==> config.mk <==
export PLATFORM = sky130hd
export DESIGN_NAME = bcd_to_binary_converter
export DESIGN_NICKNAME = d
export VERILOG_FILES = /design/src/rtl/bcd_to_binary_converter.sv
export SDC_FILE = /design/constraint.sdc
export NUM_CORES = 1
export LEC_CHECK = 0
export ABC_AREA = 1
export BUFFER_PORTS_ARGS = -buffer_cell sky130_fd_sc_hd__buf_2
export CAP_MARGIN = 10
export CORE_MARGIN = 4
export CORE_UTILIZATION = 25
export CTS_CLUSTER_SIZE = 14
export DETAILED_ROUTE_END_ITERATION = 8
export PLACE_DENSITY = 0.39
export SYNTH_ARGS = -nofsm -noshare
export SYNTH_HDL_FRONTEND = slang
export SYNTH_SLANG_ARGS = --single-unit
==> constraint.sdc <==
create_clock -name clk -period 2.1 [get_ports clk]
set_input_delay 0.42 -clock clk [delete_from_list [all_inputs] [get_ports clk]]
set_output_delay 0.42 -clock clk [all_outputs]
set_load 0.05 [all_outputs]
==> src/rtl/bcd_to_binary_converter.sv <==
// -----------------------------------------------------------------------------
// bcd_to_binary_converter
//
// Sequential packed-BCD to unsigned binary converter using reverse double
// dabble. Each conversion iteration shifts {bcd_sr, bin_sr} right by one bit,
// then subtracts 3 from every BCD digit that became >= 8. After BIN_WIDTH
// iterations bin_sr holds the binary value. Words with any digit > 9 are not
// converted: they go straight to DONE with error set and a zero result.
//
// Handshake semantics (both sides): a transfer happens on a rising clk edge
// where valid and ready are both high. in_ready is high only in IDLE;
// out_valid is high only in DONE. A result is held until out_ready is seen.
//
// Ports:
//   clk           - clock, rising edge
//   rst           - asynchronous active-high reset
//   in_valid      - bcd_input holds a word to convert
//   in_ready      - block can accept a word (IDLE)
//   bcd_input     - packed BCD, digit 0 in bits [3:0]
//   out_valid     - binary_output / error are valid (DONE)
//   out_ready     - downstream takes the result
//   binary_output - converted value, 0 when error is set
//   error         - accepted word had a digit greater than 9
//   dbg_state     - current FSM state (0=IDLE, 1=CONVERT, 2=DONE)
// -----------------------------------------------------------------------------
module bcd_to_binary_converter #(
    parameter int DIGITS    = 3,
    parameter int BIN_WIDTH = 10
) (
    input  logic                  clk,
    input  logic                  rst,
    input  logic                  in_valid,
    output logic                  in_ready,
    input  logic [4*DIGITS-1:0]   bcd_input,
    output logic                  out_valid,
    input  logic                  out_ready,
    output logic [BIN_WIDTH-1:0]  binary_output,
    output logic                  error,
    output logic [1:0]            dbg_state
);

    localparam int BCD_W = 4 * DIGITS;
    localparam int CNT_W = $clog2(BIN_WIDTH + 1);
    localparam logic [CNT_W-1:0] LAST_ITER = CNT_W'(BIN_WIDTH - 1);

    typedef enum logic [1:0] {
        IDLE    = 2'd0,
        CONVERT = 2'd1,
        DONE    = 2'd2
    } state_t;

    state_t               state_q, state_d;
    logic [BCD_W-1:0]     bcd_sr_q, bcd_sr_d;
    logic [BIN_WIDTH-1:0] bin_sr_q, bin_sr_d;
    logic [CNT_W-1:0]     cnt_q, cnt_d;
    logic [BIN_WIDTH-1:0] result_q, result_d;
    logic                 error_q, error_d;

    // One iteration of the datapath, computed combinationally from the
    // current shift registers.
    logic [BCD_W+BIN_WIDTH-1:0] shifted;
    logic [BCD_W-1:0]           sh_bcd;
    logic [BIN_WIDTH-1:0]       sh_bin;
    logic [BCD_W-1:0]           corr_bcd;
    logic                       input_bad;

    always_comb begin
        shifted  = {bcd_sr_q, bin_sr_q} >> 1;
        sh_bcd   = shifted[BCD_W+BIN_WIDTH-1:BIN_WIDTH];
        sh_bin   = shifted[BIN_WIDTH-1:0];
        corr_bcd = sh_bcd;
        // Digit corrections are independent of each other: a digit >= 8
        // after the shift came from a digit >= 16 in "halved" weight terms,
        // so remove the 6/2 = 3 excess.
        for (int i = 0; i < DIGITS; i++) begin
            if (sh_bcd[4*i +: 4] >= 4'd8) begin
                corr_bcd[4*i +: 4] = sh_bcd[4*i +: 4] - 4'd3;
            end
        end
    end

    always_comb begin
        input_bad = 1'b0;
        for (int i = 0; i < DIGITS; i++) begin
            if (bcd_input[4*i +: 4] > 4'd9) begin
                input_bad = 1'b1;
            end
        end
    end

    always_comb begin
        state_d  = state_q;
        bcd_sr_d = bcd_sr_q;
        bin_sr_d = bin_sr_q;
        cnt_d    = cnt_q;
        result_d = result_q;
        error_d  = error_q;

        case (state_q)
            IDLE: begin
                if (in_valid) begin
                    if (input_bad) begin
                        result_d = '0;
                        error_d  = 1'b1;
                        state_d  = DONE;
                    end else begin
                        bcd_sr_d = bcd_input;
                        bin_sr_d = '0;
                        cnt_d    = '0;
                        state_d  = CONVERT;
                    end
                end
            end
            CONVERT: begin
                bcd_sr_d = corr_bcd;
                bin_sr_d = sh_bin;
                cnt_d    = cnt_q + CNT_W'(1);
                if (cnt_q == LAST_ITER) begin
                    result_d = sh_bin;
                    error_d  = 1'b0;
                    state_d  = DONE;
                end
            end
            DONE: begin
                if (out_ready) begin
                    state_d = IDLE;
                end
            end
            default: begin
                state_d = IDLE;
            end
        endcase
    end

    always_ff @(posedge clk or posedge rst) begin
        if (rst) begin
            state_q  <= IDLE;
            bcd_sr_q <= '0;
            bin_sr_q <= '0;
            cnt_q    <= '0;
            result_q <= '0;
            error_q  <= 1'b0;
        end else begin
            state_q  <= state_d;
            bcd_sr_q <= bcd_sr_d;
            bin_sr_q <= bin_sr_d;
            cnt_q    <= cnt_d;
            result_q <= result_d;
            error_q  <= error_d;
        end
    end

    assign in_ready      = (state_q == IDLE);
    assign out_valid     = (state_q == DONE);
    assign binary_output = result_q;
    assign error         = error_q;
    assign dbg_state     = state_q;

endmodule

**Word level (Yosys, flattened, before mapping)**

Index checks and enable logic that the tools add are counted.

- Register bits: 39
- Latch bits: 0
- Bits in writable memories: 0
- Memory bits (read-only): 0
- Bits of input ports: 16
- Output and inout bits: 15
- Memories kept: 0

- Add/subtract/negate cells: 4
- Multiply operators: 0
- Divide/modulo/power cells: 0
- Magnitude comparators: 6
- Equality and inequality tests: 8
- Shifts and indexed selects: 0
- Multiplexer cells: 28
- Bitwise operators: 0
- Reductions and logical operators: 5

Operators with widths:

| cell | number |
|---|---|
| two-way mux 10 bit | 5 |
| one-hot mux 10 bit (2 select lines) | 2 |
| two-way mux 12 bit | 2 |
| one-hot mux 12 bit (2 select lines) | 1 |
| two-way mux 4 bit | 5 |
| greater-than comparator 4 bit (second input constant) | 3 |
| greater-or-equal comparator 4 bit (second input constant) | 2 |
| two-way mux 2 bit | 4 |
| one-hot mux 4 bit (2 select lines) | 1 |
| subtractor 4 x 2 -> 4 bit (second input constant) | 2 |
| two-way mux 1 bit | 6 |
| != test 2 bit (second input constant) | 3 |
| one-hot mux 2 bit (3 select lines) | 1 |
| AND reduction 3 bit | 2 |
| adder 4 x 1 -> 4 bit (second input constant) | 1 |
| equality test 4 bit (second input constant) | 1 |
| greater-or-equal comparator 3 x 4 -> 1 bit (second input constant) | 1 |
| != test 2 x 1 -> 1 bit (second input constant) | 2 |
| AND reduction 4 bit | 1 |
| subtractor 3 x 2 -> 4 bit (second input constant) | 1 |
| equality test 2 x 1 -> 1 bit (second input constant) | 1 |
| equality test 2 bit (second input constant) | 1 |
| logical NOT 2 bit | 1 |
| one-hot mux 1 bit (2 select lines) | 1 |
| nonzero test 2 bit | 1 |

**Longest topological paths before layout**

- Depth after elaboration: 7
- Depth in mapped cells: 10
- Gate-level depth less buffers: 9

**Worst setup path before layout**

Ideal clock, no wire load.

- Kind: register to register
- Start: register state_q[1], in the netlist dbg_state[1]
- End: register bcd_sr_q[6]
- Setup time: 0.066 ns
- Data arrival time: 2.114 ns
- Required time: 2.034 ns
- Setup slack: -0.079 ns
- Stages on the path, launching flop included: 7
- Buffers on the path: 1
- Clock period less this slack: 2.179 ns
- Cell sequence: dfrtp_1 nor2_1 nand2_1 nand2_2 buf_2 nand2_1 nand2_1

- Cells in the longest elaborated chain, start to end: 3
- Elaborated cells between the ends (all ways): 7
- Those cells by class: eq/ne: 3; mux: 1; reduce/logical: 3

Ends and longest elaborated chain:

| what | RTL line | text |
|---|---|---|
| from (decl) | 52 | `state_t state_q, state_d;` |
| from (signal assigned) | 144 | `state_q <= state_d;` |
| logical NOT 2 bit (*) | - |  |
| via in_ready | 33 | `output logic in_ready,` |
| != test 2 bit (no source line) / nonzero test 2 bit (equally long branches) | - |  |
| AND reduction 3 bit (no source line) | - |  |
| to (signal assigned) | 145 | `bcd_sr_q <= bcd_sr_d;` |
| to (decl) | 53 | `logic [BCD_W-1:0] bcd_sr_q, bcd_sr_d;` |

Mark *: on every way through the listed nets, which the timed path passes. The rest lies on a longest branch.
A chain may end at the register's enable or synchronous reset.

**Worst setup path after layout**

- Start: register state_q[1], in the netlist dbg_state[1]
- End: output in_ready

- Cells in the longest elaborated chain, start to end: 1

Ends and longest elaborated chain:

| what | RTL line | text |
|---|---|---|
| logical NOT 2 bit | 153 | `assign in_ready = (state_q == IDLE);` |
| to (decl) | 33 |  |

Every way passes these cells.

==> impl_metrics.ini <==
[run_status]
status = finished clean

[cts]
hold_buffers = 0
cts_tree = built
clockRootBuffer = clkbuf_8
numCtsBuffers = 5
cts_resized = 0
clk_pin_slew_ns = 0.08
clock_latency_ns = 0.30
clk_path_buf_depth = 2
cts.sinks = 38
htreeDepth = 2
cts_setup_buffers = 0

[placement]
gp_congestion = 0.712
hpwl_mm = 3.27
io_buffers = 30

[worst_setup_path]
critPathKind = reg2out
crit_path_top_delay_cell = dfrtp_1
cpLargestDelayFamily = flip-flops
ff2ff_setup_slack_ns = 0.52
r2r_cells = 9
worstPathMaxFanout = 6
critPathCaptureType = primary output
reg2reg_to = binary_output[6]
worst_ep_arrival_time_ns = 1.27
path_buf_inv = 1
timing.rr.start = cnt_q[1]
crit_required_ns = 1.68
crit_chain = nor2_2 -> buf_2
start_kind = flop
slowest_delay_ns = 0.47

[timing]
skew_ns = 0.00787
period_share_pct = 80.6
rsz0062_at_grt = no
relSlewSlack_pct = 65.4
clock.fmax_mhz = 591
drv_slew = 0
worst_slew_pin_slew_ns = 0.518
finalSetupViolations = 0
tns_ns = 0
period_needed_ns = 1.69
hold_ws_ns = 0.220
hold_violations = 0

[floorplan]
die_h_um = 96.3
initial_core_util_pct = 26.3
die_x_um = 96.3
core_area_mm2 = 0.00741
pin_count = 31
die_area_mm2 = 0.00927
rows = 31

[global_route]
grt_max_degree = 39
grt_pass1_vias = 1771
grt_pass1_wl_mm = 8.51
grt_overflow = 0
track_usage_pct = 11.9
antenna_found_initial = 0

[synthesis]
syn-instance-count = 260
syn_nets = 282
synthDistinctLibCells = 18
yosys_register_bits = 38
synth_top_area_share_pct = 48.8
seq_area_frac_synth_pct = 48.8
synthTopCellsByArea = dfrtp_1 49%, nand2_1 23%, nand3_1 8.0%
avgSynthCellArea_um2 = 7.50
ys_warn_count = 0
netlist_area_mm2 = 0.00195
synth_largest_area_cell = dfrtp_1

[routing]
routedWlPerCell_um = 11.9
drt_wl_total_mm = 4.68
num_vias = 1691
drt-pass1-iter-count = 4
ant_nets = 0
via_per_inst = 4.29
drc = 0
first_iter_violations = 66

[finish]
final_nets = 316
fillers = 811
n_antenna_cell = 0
area_growth_pct = 21.7
layout-drive-gt1-share_pct = 18.0

[power_and_ir_drop]
p_per_area_mw_per_mm2 = 1290
internal_power_mw = 1.78
power.leakage_nw = 1.42
p_comb_share_pct = 38.0
irDropWorstVdd_mv = 0.708
p_sw_share_pct = 42.0
switchingPower_mw = 1.29
pwr-share-seq_pct = 36.1
p_clk_share_pct = 25.9

[min_path]
hold_class = in2async

[run]
maxCapViolCount = 0
## Yosys cell counts (all sizes together)
library cell,instances
a21oi,3
buf,9
clkbuf,1
dfrtp,38
ha,6
inv,25
nand2,121
nand3,31
nand3b,3
nand4,2
nor2,5
nor3,1
o211ai,2
o21ai,7
o21bai,2
or2,4
## registers in the layout, summed over array words and instances, names as in the netlist
name / flops
binary_output: 10
bin_sr_q: 9
cnt_q: 4
bcd_sr_q: 12
dbg_state: 2
error: 1
## worst max path at each step
stage	from	endpoint	cells past startpoint
finish	dbg_state[1]	in_ready	2
global route	dbg_state[1]	out_valid	3
CTS	dbg_state[1]	in_ready	2
detailed placement	bcd_input[1]	bcd_sr_q[4]	7
global placement	bcd_input[6]	bin_sr_q[3]	7
floorplan	dbg_state[1]	out_valid	2
## through the flow
stage	total power, mW	worst slack, ns	instances	cell area, um2	util [%]
CTS	3.11	0.390	394	2370	32.0
floorplan	1.97	0.192	260	1950	-
finish	3.06	0.407	394	2370	32.0
global placement	2.29	0.308	386	2230	30.1
detailed placement	2.30	0.264	386	2230	30.1
global route	3.34	0.286	394	2370	32.0
## cells by family (layout without fill, tap and decap cells)
kind of cell	Yosys count	in the layout	share of synthesized area, %
compound gates	14	14	4.11
fa+ha+maj	6	6	3.85
buf+inv	35	70	7.32
flops	38	38	48.8
simple gates	167	167	35.9
## worst min-delay path, delay by kind of cell
family	cells	cell delay [ns]
buffers and inverters	3	0.55
## routing by layer
layer	global-route usage, %	wire length, um
met5	0	0
met4	3.50	64
met3	3.05	155
met2	18.2	2150
met1	16.6	2320
## area by class of cell
type                    instances  area [um2]  area share [%]
flip-flops and latches         38         951            40.1
multi-input cells             187         858            36.2
repair buffers                 37         203            8.54
well taps                      99         124            5.22
inverters                      25        93.8            3.96
clock buffers                   6        82.6            3.48
clock inverters                 2        60.1            2.53
## power groups by stage
stage	Sequential, mW	Combinational (mW)	Clock (mW)
2_1_floorplan	1.19	0.784	0
3_3_place_gp	1.12	1.17	0
3_5_place_dp	1.12	1.18	0
4_1_cts	1.11	1.18	0.814
5_1_grt	1.14	1.35	0.846
6_report	1.10	1.16	0.793
## placed cells by master, fill, tap and decap left out, types with 4 or more instances in the layout
cell type	n
nand2_1	120
dfrtp_1	38
nand3_1	31
buf_2	30
inv_1	25
o21ai_0	7
buf_4	7
ha_1	6
clkbuf_8	6
or2_2	4
Note: power is estimated with default switching activity, not from simulation.
